--- config.mk ---
export PLATFORM = sky130hd
export DESIGN_NAME = divider_8x8_seq
export DESIGN_NICKNAME = d
export VERILOG_FILES = /design/src/rtl/div_pkg.sv /design/src/rtl/divider_step.sv /design/src/rtl/divider_8x8_seq.sv
export SDC_FILE = /design/constraint.sdc
export NUM_CORES = 1
export LEC_CHECK = 0
export BUFFER_PORTS_ARGS = -buffer_cell sky130_fd_sc_hd__buf_2
export CAP_MARGIN = 10
export CORE_MARGIN = 10
export CORE_UTILIZATION = 35
export DETAILED_ROUTE_END_ITERATION = 8
export PLACE_DENSITY_LB_ADDON = 0.12
export SLEW_MARGIN = 20
export SYNTH_ARGS = -nofsm -noshare
export SYNTH_HDL_FRONTEND = slang
export SYNTH_SLANG_ARGS = --single-unit
--- constraint.sdc ---
create_clock -name clk -period 3.65 [get_ports clk]
set_input_delay 0.365 -clock clk [delete_from_list [all_inputs] [get_ports clk]]
set_output_delay 0.365 -clock clk [all_outputs]
set_load 0.05 [all_outputs]
--- src/rtl/div_pkg.sv ---
// Shared definitions for the iterative restoring divider.
//   state_t           : controller state (IDLE, RUN), 1-bit encoding
//   DIV_WIDTH_DEFAULT : default operand width
//   dbz_quotient()    : all-ones quotient reported on a divide-by-zero
package div_pkg;

   typedef enum logic {
      IDLE = 1'b0,
      RUN  = 1'b1
   } state_t;

   localparam int DIV_WIDTH_DEFAULT = 8;

   // All-ones value of the given width (width 1..32); callers truncate.
   function automatic logic [31:0] dbz_quotient(input int width);
      logic [32:0] full;
      full = (33'd1 << width) - 33'd1;
      return full[31:0];
   endfunction

endpackage

--- src/rtl/divider_step.sv ---
// One restoring-division iteration (purely combinational).
// Ports:
//   rem          in  WIDTH  partial remainder (always < divisor)
//   dividend_msb in  1      next dividend bit brought down
//   divisor      in  WIDTH  divisor
//   rem_next     out WIDTH  updated partial remainder
//   q_bit        out 1      quotient bit resolved this iteration
module divider_step #(
   parameter int WIDTH = 8
) (
   input  logic [WIDTH-1:0] rem,
   input  logic             dividend_msb,
   input  logic [WIDTH-1:0] divisor,
   output logic [WIDTH-1:0] rem_next,
   output logic             q_bit
);

   // The trial value keeps the bit shifted out of rem, so the compare and
   // subtract are WIDTH+1 bits wide and cannot overflow when the divisor
   // MSB is set.
   logic [WIDTH:0] trial;
   logic [WIDTH:0] divisor_ext;

   always_comb begin
      trial       = {rem, dividend_msb};
      divisor_ext = {1'b0, divisor};
      q_bit       = (trial >= divisor_ext);
      if (q_bit) begin
         rem_next = WIDTH'(trial - divisor_ext);
      end else begin
         rem_next = trial[WIDTH-1:0];
      end
   end

endmodule

--- src/rtl/divider_8x8_seq.sv ---
// Iterative unsigned restoring divider, one quotient bit per clock.
// Ports:
//   clk         in  1      rising-edge clock
//   rst_n       in  1      asynchronous active-low reset
//   start       in  1      request, sampled only in IDLE
//   a, b        in  WIDTH  dividend / divisor, captured on accepted start
//   busy        out 1      high while iterating
//   done        out 1      one-cycle pulse, results valid
//   q, r        out WIDTH  quotient / remainder, held until next completion
//   div_by_zero out 1      last completed operation had b == 0
module divider_8x8_seq
   import div_pkg::*;
#(
   parameter int WIDTH = DIV_WIDTH_DEFAULT,
   parameter int CNT_W = $clog2(WIDTH + 1)
) (
   input  logic             clk,
   input  logic             rst_n,
   input  logic             start,
   input  logic [WIDTH-1:0] a,
   input  logic [WIDTH-1:0] b,
   output logic             busy,
   output logic             done,
   output logic [WIDTH-1:0] q,
   output logic [WIDTH-1:0] r,
   output logic             div_by_zero
);

   localparam logic [CNT_W-1:0] LAST_CNT = CNT_W'(WIDTH - 1);
   localparam logic [WIDTH-1:0] DBZ_Q    = WIDTH'(dbz_quotient(WIDTH));

   state_t            state_reg, state_next;
   // Dividend bits leave at the MSB while quotient bits enter at the LSB,
   // so after WIDTH iterations this register holds the quotient.
   logic [WIDTH-1:0]  dividend_reg, dividend_next;
   logic [WIDTH-1:0]  divisor_reg, divisor_next;
   logic [WIDTH-1:0]  rem_reg, rem_next;
   logic [CNT_W-1:0]  cnt_reg, cnt_next;
   logic [WIDTH-1:0]  q_reg, q_next;
   logic [WIDTH-1:0]  r_reg, r_next;
   logic              dbz_reg, dbz_next;
   logic              done_reg, done_next;

   logic [WIDTH-1:0]  step_rem;
   logic              step_bit;

   divider_step #(.WIDTH(WIDTH)) u_step (
      .rem          (rem_reg),
      .dividend_msb (dividend_reg[WIDTH-1]),
      .divisor      (divisor_reg),
      .rem_next     (step_rem),
      .q_bit        (step_bit)
   );

   always_ff @(posedge clk or negedge rst_n) begin
      if (!rst_n) begin
         state_reg    <= IDLE;
         dividend_reg <= '0;
         divisor_reg  <= '0;
         rem_reg      <= '0;
         cnt_reg      <= '0;
         q_reg        <= '0;
         r_reg        <= '0;
         dbz_reg      <= 1'b0;
         done_reg     <= 1'b0;
      end else begin
         state_reg    <= state_next;
         dividend_reg <= dividend_next;
         divisor_reg  <= divisor_next;
         rem_reg      <= rem_next;
         cnt_reg      <= cnt_next;
         q_reg        <= q_next;
         r_reg        <= r_next;
         dbz_reg      <= dbz_next;
         done_reg     <= done_next;
      end
   end

   always_comb begin
      state_next    = state_reg;
      dividend_next = dividend_reg;
      divisor_next  = divisor_reg;
      rem_next      = rem_reg;
      cnt_next      = cnt_reg;
      q_next        = q_reg;
      r_next        = r_reg;
      dbz_next      = dbz_reg;
      done_next     = 1'b0;

      case (state_reg)
         IDLE: begin
            if (start) begin
               if (b != '0) begin
                  dividend_next = a;
                  divisor_next  = b;
                  rem_next      = '0;
                  cnt_next      = '0;
                  state_next    = RUN;
               end else begin
                  // Divide by zero completes immediately without iterating.
                  done_next = 1'b1;
                  dbz_next  = 1'b1;
                  q_next    = DBZ_Q;
                  r_next    = a;
               end
            end
         end
         RUN: begin
            dividend_next = {dividend_reg[WIDTH-2:0], step_bit};
            rem_next      = step_rem;
            cnt_next      = cnt_reg + CNT_W'(1);
            if (cnt_reg == LAST_CNT) begin
               q_next     = {dividend_reg[WIDTH-2:0], step_bit};
               r_next     = step_rem;
               dbz_next   = 1'b0;
               done_next  = 1'b1;
               state_next = IDLE;
            end
         end
         default: state_next = IDLE;
      endcase
   end

   assign busy        = (state_reg == RUN);
   assign done        = done_reg;
   assign q           = q_reg;
   assign r           = r_reg;
   assign div_by_zero = dbz_reg;

endmodule

==> results of run 1 <==
[cells by family after synthesis]
kind of cell    synth area share
simple gates               0.123
xor+xnor                  0.0189
mux                       0.0587
fa+ha+maj                 0.0571
buf+inv                   0.0409
compound gates             0.195
flops                      0.506
[worst paths after layout]
check | slack (ps) | end | from | cells past startpoint
worst min register to register | 490 | q[2] | q[2] | 1
worst max-delay path | 1210 | r[6] | dividend_reg[7] | 10
worst max register to register | 1210 | r[6] | dividend_reg[7] | 10
worst min-delay path | 70 | divisor_reg[3] | rst_n | 1
min in group clk | 280 | divisor_reg[3] | b[3] | 3
max in group asynchronous | 3170 | q[5] | rst_n | 1
[final cells by class]
type,count,share of cell area
Clock inverter,1,0.00326
Timing Repair Buffer,41,0.0809
Inverter,14,0.0195
Clock buffer,7,0.0321
Multi-Input combinational cell,167,0.391
Tap cell,77,0.0358
Sequential cell,47,0.437
[routing by layer]
layer / vias up / wire [um]
li1: 906 / -
met1: 839 / 2770
met2: 22 / 2620
met3: 4 / 230
met4: 0 / 48
met5: - / 0
[critical path, cell delays in order, from the launching register on]
cell and delay, ps:
dfrtp_1 400, inv_1 90, ha_1 150, inv_1 50, fa_1 410, a211oi_1 330, o21ai_0 150, a21oi_1 200
xnor2_1 140, mux2i_1 130, a221oi_2 290
[synth_stat cells]
cell type	instances
xor2_1	3
a221oi_2	1
nand3b_1	2
o211ai_1	1
nor4_1	2
o21ai_1	4
a21oi_2	1
a311oi_2	1
buf_2	4
nor2b_1	1
o21ai_4	1
nor3b_1	1
o22a_2	1
ha_1	9
nor2_1	13
nand4b_1	1
o21ai_0	40
o22a_1	7
and3_1	1
clkbuf_1	6
a31oi_1	2
dfrtp_1	47
mux2i_1	11
fa_1	1
o21bai_1	1
nand4_1	1
nand2b_1	1
a21oi_1	13
nor3_1	1
mux2_4	1
nand3_1	8
nor2_2	1
xnor2_1	2
a211oi_1	2
inv_1	14
mux2_2	1
nand2_1	31
[metrics by stage]
stage / hold WS [ps] / instances / utilization
CTS: 97.6 / 354 / 0.421
global route: 116 / 354 / 0.421
finish: 74.0 / 354 / 0.421
floorplan: 69.4 / 238 / -
global placement: 473 / 346 / 0.406
detailed placement: 431 / 346 / 0.406
==> flow_metrics.tcl, run 1 <==
set metrics [dict create \
    start_kind "flop" \
    drcViolationCount 0 \
    met1_usage 0.153 \
    timing.final.crit_share 0.669 \
    syn_nets 267 \
    fp.dieW_um 101 \
    crit_arrival_ps 2650 \
    nets 305 \
    synth-seq-area-share 0.506 \
    worstPathRequired_ps 3860 \
    synth_cell_types 37 \
    ios 38 \
    finalClockSkew_ps 7.53 \
    cts_buffers 5 \
    global_route.usage.met2 0.174 \
    relSlewSlack 0.364 \
    clkSinkCount 47 \
    netlist_area_sq_um 2320 \
    via_count 1771 \
    clk_path_buf_depth 2 \
    fmax_mhz 409 \
    yosysWarnings 0 \
    synth_top_cell_area_share 0.506 \
    portBuffers 37 \
    cts.repair.resized 0 \
    multi_input_area_sq_um 1050 \
    final_area_sq_um 2690 \
    grt_pass1_vias 1811 \
    drt_first_pass_iters 4 \
    hpwl_mm 4.17 \
    drv_cap 0 \
    initial_core_util 0.364 \
    dpl-instance-area_sq_um 2590 \
    ys_seq_elements 47 \
    place_congestion 0.759 \
    worst_pin_slew_ps 953 \
    synth.area.top_cells "dfrtp_1, o21ai_0, nand2_1" \
    post-place-ws_ps 1180 \
    syn_inst 238 \
    wirelength_mm 5.67 \
    area.growth.synth_to_final_pct 15.8 \
    overflow 0 \
    regArea_sq_um 1180 \
    core.rowCount 29 \
    rsz0062_at_grt "no" \
    grt.busiest_layer "met2" \
    fin_setup_tns_ps 0 \
    clkSlewWorstSetupHoldPaths_ps 90 \
    hold_class "in2async" \
    track_usage 0.113 \
    postCtsSetupBuffers 0 \
    slew_violations 0 \
    run_status "completed" \
    cts_tree "done" \
    crit_fanout 2 \
    vias_per_cell 5.00 \
    grt_max_degree 48 \
    synth_area_per_cell_sq_um 9.76 \
    antennaDiodeCount 0 \
    period_needed_ps 2440 \
    final_common_cell "dfrtp_1" \
    hold_buffers 0 \
    cts_root_buffer "clkbuf_8" \
    grt.met3_usage 0.0300 \
    htree_levels 2 \
    cp-end-kind "flop" \
    final_cell_mix "dfrtp_1, o21ai_0, buf_2, nand2_1, inv_1" \
    fp.dieH_um 101 \
    die_area_sq_um 10300 \
    criticalPathCategory "reg2reg" \
    hold_viol 0 \
    grt_pass1_wl_mm 9.38 \
    core_sq_um 6390 \
    drt_iter0_drc 84 \
    yosys.area.top_type "dfrtp_1" \
    ant_nets 0 \
    setup_slack_ps 1210 \
    antenna_found_initial 0 \
    avgRoutedWirePerCell_um 16.0 \
    fillers 649 \
    setup_viol 0 \
    drive_above_1_share 0.202 \
    clk_latency_ps 300 \
]
Power of run 1 is not shown: default switching activity piles up to over one toggle a cycle in this logic, so the estimate is an artifact.
==> inputs of run 2 (changes only) <==
==> constraint.sdc (replaced) <==
create_clock -name clk -period 2.2 [get_ports clk]
set_input_delay 0.22 -clock clk [delete_from_list [all_inputs] [get_ports clk]]
set_output_delay 0.22 -clock clk [all_outputs]
set_load 0.05 [all_outputs]
==> run 2 against run 1 <==
Worst hold slack better by 58 ps. Count of clock-buffer cells in the layout down 1. Global-route usage is 0.95 points higher. First-iteration DRC count is 26% higher. Sequential share of layout area decreased by 3.5 points. Critical path type unchanged.
==> flow_metrics.tcl, run 2 (synthesized netlist as in run 1, its figures left out) <==
set metrics [dict create \
    via_count 1911 \
    rsz0062_at_grt "yes" \
    grt_max_degree 24 \
    final_util 0.459 \
    hold_viol 0 \
    multi_input_area_sq_um 1120 \
    grt_pass1_vias 1861 \
    ant_nets 0 \
    fmax_mhz 460 \
    fin_setup_tns_ps 0 \
    setup_viol 0 \
    cp_num_cells 10 \
    overflow 0 \
    fillers 624 \
    nets 325 \
    criticalPathCategory "reg2reg" \
    top_layer "met4" \
    core_sq_um 6390 \
    dr_wl_met3_um 322 \
    timing.hold.ws_ps 132 \
    place_congestion 0.854 \
    crit_family "compound AO/OA/AOI/OAI gates" \
    relSlewSlack 0.610 \
    drt_first_pass_iters 4 \
    period_needed_ps 2170 \
    met2_length_mm 2.84 \
    hpwl_mm 4.62 \
    fp.dieW_um 101 \
    cts_tree "done" \
    area.growth.synth_to_final_pct 26.1 \
    track_usage 0.123 \
    drv_cap 0 \
    crit_chain "inv_2 > ha_4 > inv_2 > fa_2 > a211oi_4 > o21ai_1 > a21oi_1 > xnor2_1 > mux2i_1 > a221oi_2" \
    antenna_found_initial 0 \
    clkSinkCount 47 \
    htree_levels 2 \
    portBuffers 37 \
    worstPathRequired_ps 2420 \
    vias_per_cell 5.11 \
    path_common_cell "inv_2" \
    wl_met1_mm 3.00 \
    crit_fanout 2 \
    wirelength_mm 6.22 \
    final_common_cell "dfrtp_1" \
    grt_pass1_wl_mm 9.98 \
    drive_above_1_share 0.283 \
    max_stage_delay_ps 410 \
    timing.final.crit_share 0.988 \
    cp_num_buf_inv 2 \
    core.rowCount 29 \
    start_kind "flop" \
    run_status "completed" \
    die_area_sq_um 10300 \
    cts_buffers 5 \
    crit_arrival_ps 2390 \
    ios 38 \
    fp.dieH_um 101 \
    final_area_sq_um 2930 \
    cts_root_buffer "clkbuf_8" \
    clk_path_buf_depth 2 \
    final_cell_mix "dfrtp_1, o21ai_0, buf_2, nand2_1, buf_4" \
    cp_slowest_cell "fa_2" \
    slew_violations 0 \
    cp-end-kind "flop" \
    antennaDiodeCount 0 \
    reg2reg_depth 10 \
    dpl-instance-area_sq_um 2710 \
    clkSlewWorstSetupHoldPaths_ps 100 \
    hold_class "in2reg" \
    worst_pin_slew_ps 586 \
    initial_core_util 0.364 \
    avgRoutedWirePerCell_um 16.6 \
    regArea_sq_um 1180 \
    holdPathStages 3 \
    drcViolationCount 0 \
    finalClockSkew_ps 6.16 \
    clk_latency_ps 310 \
    drt_iter0_drc 106 \
]
run 2: cell types whose count changed in the layout (fill, tap and decap cells not counted), sizes merged:
cell and change:
buf +18, bufinv +1, dlygate4sd3 +1, o21ai +1, clkinv -1, clkbuf -1
inv +1
run 2: metal layers:
metal  vias up  global-route usage
met1       920               0.172
li1        954                   -
met2        29               0.181
met3         8              0.0334
met4         0              0.0322
met5         -                   0
run 2: layout make-up:
cell class / count / area share
Clock inverter: 2 / 0.0132
Timing Repair Buffer: 60 / 0.123
Inverter: 14 / 0.0179
Clock buffer: 6 / 0.0282
Sequential cell: 47 / 0.402
Multi-Input combinational cell: 168 / 0.383
Tap cell: 77 / 0.0329
run 2: path summary, 6_finish.rpt:
kind,from,end,slack [ps]
setup / recovery,dividend_reg[7],r[6],30
hold / removal,b[5],divisor_reg[5],130
setup reg to reg,dividend_reg[7],r[6],30
hold reg to reg,q[4],q[4],490
max in group asynchronous,rst_n,rem_reg[2],1140
min in group asynchronous,rst_n,divisor_reg[7],440
run 2: per-stage QoR:
stage / setup slack, ps / std cells
global placement: 9.69 / 362
floorplan: 123 / 238
global route: -74.0 / 374
detailed placement: -56.9 / 362
CTS: 2.32 / 372
finish: 26.4 / 374
run 2: repair_timing:
item                       CTS  global route
hold endpoints to repair    21             0
setup buffers                1             1
pin swaps                    3             8
hold buffers                 1             0
resized for setup            4             9
gates cloned                 0             1
setup endpoints to repair    1            16
run 2: worst register-to-register path: stages, from the launching register on:
cell	delay, ps
dfrtp_1	390
inv_2	80
ha_4	120
inv_2	40
fa_2	410
a211oi_4	230
o21ai_1	110
a21oi_1	180
xnor2_1	150
mux2i_1	130
a221oi_2	250
Power of run 2 is left out for the same reason.
